### config.mk
export PLATFORM = sky130hd
export DESIGN_NAME = fetch_ctrl
export DESIGN_NICKNAME = d
export VERILOG_FILES = /design/src/rtl/fetch_ctrl_pkg.sv /design/src/rtl/fetch_skid.sv /design/src/rtl/fetch_ctrl.sv
export SDC_FILE = /design/constraint.sdc
export NUM_CORES = 1
export LEC_CHECK = 0
export BUFFER_PORTS_ARGS = -buffer_cell sky130_fd_sc_hd__buf_4
export CAP_MARGIN = 10
export CORE_MARGIN = 8
export CORE_UTILIZATION = 45
export DETAILED_ROUTE_END_ITERATION = 8
export GPL_TIMING_DRIVEN = 0
export MAX_ROUTING_LAYER = met4
export PLACE_DENSITY = 0.72
export SETUP_SLACK_MARGIN = 0.1
export SYNTH_ARGS = -nofsm -noshare
export SYNTH_HDL_FRONTEND = slang
export SYNTH_SLANG_ARGS = --single-unit
### constraint.sdc
create_clock -name clk -period 6 [get_ports clk]
set_input_delay 0.9 -clock clk [delete_from_list [all_inputs] [get_ports clk]]
set_output_delay 0.9 -clock clk [all_outputs]
set_load 0.05 [all_outputs]
### src/rtl/fetch_ctrl_pkg.sv
// fetch_ctrl_pkg: shared CPU fetch definitions (FSM state encodings, NOP word)
package fetch_ctrl_pkg;
  typedef enum logic [1:0] {
    IDLE = 2'd0,
    REQ  = 2'd1,
    KILL = 2'd2
  } fetch_state_t;
  localparam logic [15:0] NOP = 16'h0000;
endpackage

### src/rtl/fetch_skid.sv
// fetch_skid: one-entry skid buffer holding an accepted instruction while decode stalls
module fetch_skid
  import fetch_ctrl_pkg::*;
(
  input  logic        clk,
  input  logic        rst,
  input  logic        load,
  input  logic        clear,
  input  logic        drain,
  input  logic [15:0] instr_in,
  input  logic [15:0] pc_plus_in,
  output logic        valid,
  output logic [15:0] instr,
  output logic [15:0] pc_plus
);
  always_ff @(posedge clk or posedge rst)
    if (rst) begin
      valid   <= 1'b0;
      instr   <= NOP;
      pc_plus <= '0;
    end else if (clear || drain) begin
      valid <= 1'b0;
    end else if (load) begin
      valid   <= 1'b1;
      instr   <= instr_in;
      pc_plus <= pc_plus_in;
    end
endmodule

### src/rtl/fetch_ctrl.sv
// fetch_ctrl: instruction fetch FSM driving imem and the IF/ID register with a skid buffer
module fetch_ctrl
  import fetch_ctrl_pkg::*;
(
  input  logic        clk,
  input  logic        rst,
  input  logic [15:0] pc_addr,
  output logic        pc_hold,
  output logic        imem_req,
  output logic [15:0] imem_addr,
  input  logic        imem_rdy,
  input  logic [15:0] imem_data,
  input  logic        flush,
  input  logic        hlt,
  input  logic        id_stall,
  output logic [15:0] IF_ID_instr,
  output logic [15:0] IF_ID_pc_plus,
  output logic        IF_ID_valid
);
  fetch_state_t state, state_n;
  logic [15:0] addr_q, skid_instr, skid_pc_plus, pc_plus;
  logic launch, accept, stall_hold, skid_valid;
  always_comb begin
    state_n = state;
    launch  = 1'b0;
    accept  = 1'b0;
    unique case (state)
      IDLE: begin
        launch  = !hlt && !flush && !skid_valid;
        state_n = launch ? REQ : IDLE;
      end
      REQ: begin
        accept  = imem_rdy && !flush;
        state_n = imem_rdy ? IDLE : flush ? KILL : REQ;
      end
      KILL:    state_n = imem_rdy ? IDLE : KILL;
      default: state_n = IDLE;
    endcase
  end
  always_ff @(posedge clk or posedge rst)
    if (rst) begin
      state  <= IDLE;
      addr_q <= '0;
    end else begin
      state <= state_n;
      if (launch) addr_q <= pc_addr;
    end
  assign imem_req   = state != IDLE;
  assign imem_addr  = addr_q;
  assign pc_hold    = !accept;
  assign pc_plus    = addr_q + 16'd1;
  assign stall_hold = IF_ID_valid && id_stall;
  fetch_skid u_skid (
    .clk        (clk),
    .rst        (rst),
    .load       (accept && stall_hold),
    .clear      (flush),
    .drain      (skid_valid && !stall_hold),
    .instr_in   (imem_data),
    .pc_plus_in (pc_plus),
    .valid      (skid_valid),
    .instr      (skid_instr),
    .pc_plus    (skid_pc_plus)
  );
  always_ff @(posedge clk or posedge rst)
    if (rst) begin
      IF_ID_valid   <= 1'b0;
      IF_ID_instr   <= NOP;
      IF_ID_pc_plus <= '0;
    end else if (flush) begin
      IF_ID_valid <= 1'b0;
    end else if (!stall_hold) begin
      IF_ID_valid <= skid_valid || accept;
      if (skid_valid) begin
        IF_ID_instr   <= skid_instr;
        IF_ID_pc_plus <= skid_pc_plus;
      end else if (accept) begin
        IF_ID_instr   <= imem_data;
        IF_ID_pc_plus <= pc_plus;
      end
    end
endmodule

# == Word level (Yosys, flattened, before mapping) ==
# Index checks and enable logic that the tools add are counted.
# totals
register_bits,84
elab_cells,49
output_inout_bits,51
inputBits,38
# classes
reduce_logical,19
addsub,1
mux,15
bitwise,3
n_eq_ne,3
# ops
op,n
2-to-1 mux 16 bit,4
adder 16 x 1 -> 16 bit (second input constant),1
2-to-1 mux 1 bit,7
logical AND 1 bit,6
2-to-1 mux 2 bit,3
case mux 2 bit (3 select lines),1
nonzero test 2 bit,3
logical NOT 1 bit,5
NOT 1 bit,3
AND reduction 3 bit,1
== test 2 x 1 -> 1 bit (second input constant),1
== test 2 bit (second input constant),1
logical NOT 2 bit,1
logical OR 1 bit,2
!= test 2 bit (second input constant),1
AND reduction 2 bit,1

# == Logic depth before layout (Yosys ltp) ==
# logic_depth
ltp_word,6
depth_mapped,6
mapped_depth_nobuf,5

# == Hierarchy ==
# From an unflattened synthesis, not the netlist that was laid out.
# hier_totals
cells_unflattened,328
hier_area_um2,3844.9
# modules_own_cells
module,seq_area_each_um2,instances,area_each_um2,cells_each
fetch_ctrl,1276.2,1,2593.7,256
fetch_skid,825.8,1,1251.2,72

# == Least setup slack after synthesis ==
# Ideal clock, no wire load.
# synth_path
path_kind,input port to output port
start,in flush
end,out pc_hold
stages,2
slack_ns,3.828
t_arrival_ns,1.272
path_buffers,0
t_required_ns,5.100
path_cell_list,nor2_1 nand2_1
# synth_between
elab_chain_len,4
# synth_rtl
element,line_no,text
start: declaration,fetch_ctrl.sv:13,"input logic flush,"
logical NOT 1 bit,fetch_ctrl.sv:33,accept = imem_rdy && !flush;
logical AND 1 bit,fetch_ctrl.sv:33,
2-to-1 mux 1 bit,fetch_ctrl.sv:27,unique case (state)
logical NOT 1 bit,fetch_ctrl.sv:50,assign pc_hold = !accept;
end: declaration,fetch_ctrl.sv:8,"output logic pc_hold,"
# No other way between the ends.

# == Worst setup path in the final report ==
# Ends and elaborated chain as after synthesis.

==> results.toml <==
[timing]
grt_setup_unrepaired = "false"
max_freq_mhz = 439
finalSetupViolCount = 0
fin_skew_ns = 0.0155
period_share_pct = 38.0
finalCriticalPeriod_ns = 2.28
maxSlewViolCount = 0
relSlewSlack_pct = 59.2
fin_tns_setup_ns = 0
layout_setup_ws_ns = 3.72
tightest_slew_ns = 0.607
hold_violations = 0

[clocking]
cts_tree = "done"
cts.clk_slew.worst_paths_ns = 0.08
cts-htree-levels = 3
clock_sink_count = 84
clock_path_buffers = 2
root_buffer = "clkbuf_8"
postCtsHoldBufs = 0
numCtsBuffers = 9
post_cts_resized = 0
clk_latency_ns = 0.35
cts_setup_buffers = 0

[placed_design]
pre_cts_ws_ns = 3.58
finalWeightedCongestion = 0.795
dp_hpwl_um = 6650
placed_cells = 529
io_buffer_count = 88

[routing]
route.met3.wl_um = 588
m1WireLength_um = 3990
dr.pass1.iters = 4
detail-route-antenna-nets = 0
drt-initial-drc-count = 140
met2_length_um = 4190
drc_errors = 0
drt_wl_total_um = 8890
vias_per_cell = 5.22
wire_per_inst_um = 16.3
top_layer_used = "met4"
dr_total_vias = 2847

[worst_setup_path]
max_stage_delay_ns = 0.18
critPathMaxFanout = 6
critical_path.startpoint_type = "primary input"
path_class = "in2out"
cp_cell_sequence = "buf_4 -> nor2_1 -> nand2_1 -> buf_4"
reg2reg_slack_ns = 4.14
required_ns = 5.10
cpMostUsedCell = "buf_4"
cpMaxStageDelayCell = "buf_4"
cp_num_buf_inv = 2
crit_family = "buffers and inverters"
worstPathArrival_ns = 1.38
worst_setup_path_end_kind = "primary output"

[synth]
avgSynthCellArea_um2 = 11.3
ys_dominant_reg_cell = "dfrtp_1"
yosysSeqAreaShare_pct = 55.6
async_reset_ff_share_pct = 100
syn_area_um2 = 3780
yosysUniqueCellTypes = 37
syn_nets = 374
synthCells = 335
synth_enable_flop_cells = 0
ys_seq_elements = 84
yosysWarnings = 0

[floorplanning]
std_cell_rows = 33
dieArea_um2 = 11600
io_pins = 89
core_area_um2 = 8180
die_x_um = 108
die_y_um = 108
start_util_pct = 46.3

[finish]
instances_no_fill = 545
post-route-util_pct = 58.6
drive_gt1_share_pct = 36.6
fin_nets = 474
syn_to_final_growth_pct = 26.6
diodes = 0

[power]
power_density_nw_per_um2 = 412
ir_worst_vdd_mv = 0.262
total_power_uw = 1970
power_leakage_uw = 0.00225

[grt]
grt_antenna_before_repair = 0
grt_max_degree = 60
grt_pass1_wl_um = 14800
grt_pass1_vias = 3022
grt_usage_pct = 16.7
grt_overflow = 0

[status]
status = "completed"

[job]
maxCapViolations = 0

[hold_path]
hp-class = "reg2reg"
==> flip-flops by register name, summed over array words and instances (netlist names) <==
register and flops:
imem_addr 16, u_skid.valid 1, state 2, IF_ID_instr 16
IF_ID_pc_plus 16, u_skid.pc_plus 16, IF_ID_valid 1, u_skid.instr 16
==> where the power goes <==
part / leakage [uW] / internal, uW / total (uW) / switching, uW
sequential: 0.00106 / 690 / 791 / 101
combinational: 0.00110 / 253 / 808 / 554
clock: 0.0000893 / 165 / 373 / 208
total: 0.00225 / 1110 / 1970 / 864
==> synth_stat cells (all sizes together) (3+ instances only) <==
cell | count | area [um2]
dfrtp | 84 | 2100
nand2 | 41 | 154
o21ai | 39 | 195
mux2 | 33 | 372
mux2i | 17 | 170
nor2 | 16 | 60.1
a21oi | 13 | 65.1
buf | 12 | 75.1
nand3 | 10 | 60.1
nor3 | 10 | 50.1
inv | 8 | 30.0
o211ai | 7 | 57.6
xnor2 | 7 | 61.3
clkbuf | 6 | 22.5
nor4 | 6 | 97.6
nand4 | 4 | 31.3
o21a | 4 | 30.0
or2 | 3 | 18.8
==> cell type report <==
type	count	area, um2
fill	719	3390
sequential	84	2100
multi-input combinational	225	1550
timing repair buffer	89	688
clock buffer	10	138
tap	105	131
buffer	18	97.6
clock inverter	6	46.3
inverter	8	32.5
==> per-stage QoR <==
stage / cell area, um2 / hold slack, ns
final: 4790 / 0.486
after global routing: 4790 / 0.513
after CTS: 4790 / 0.492
after detailed placement: 4600 / 0.471
after global placement: 4570 / 0.463
after floorplan: 3780 / 0.480
==> cell families after synthesis <==
kind of cell | share of synthesized area [%]
AOI/OAI and AO/OA | 10.9
xor gates and xnor gates | 2.08
adders and majority gates | 0.331
buffers and inverters | 3.37
DFF | 55.6
muxes | 14.3
and+or+nand+nor | 13.4
==> tightest hold or removal path: stages (launching register included) <==
cell and delay, ns:
dfrtp_1 0.35, nand2_1 0.05, o21ai_0 0.06
==> path summary, 6_finish.rpt <==
| path | startpoint | to | cells past startpoint |
|---|---|---|---|
| setup / recovery | flush | pc_hold | 4 |
| max in group asynchronous | rst | u_skid.valid$_DFFE_PP0P_ | 3 |
| min in group asynchronous | rst | IF_ID_instr[6]$_DFFE_PP0P_ | 2 |
| hold / removal | IF_ID_instr[13]$_DFFE_PP0P_ | IF_ID_instr[13]$_DFFE_PP0P_ | 2 |
| hold reg to reg | IF_ID_instr[13]$_DFFE_PP0P_ | IF_ID_instr[13]$_DFFE_PP0P_ | 2 |
| setup reg to reg | state[0]$_DFF_PP0_ | imem_addr[14]$_DFFE_PP0P_ | 4 |
==> routing by layer <==
metal | vias to the layer above | global-route usage, %
met4 | 0 | 6.34
met2 | 95 | 25.9
li1 | 1385 | -
met3 | 8 | 3.29
met5 | - | -
met1 | 1359 | 21.1
==> cells in the final DEF (no fill, tap or decap), types with 8 or more instances in the layout <==
cell and instances:
buf_4 89, dfrtp_1 84, nand2_1 41, o21ai_0 38
mux2_2 32, mux2i_1 17, nor2_1 16, a21oi_1 13
nor3_1 10, clkbuf_8 10, buf_2 9, nand3_1 8
No activity file was read; power rests on OpenSTA's default activity.
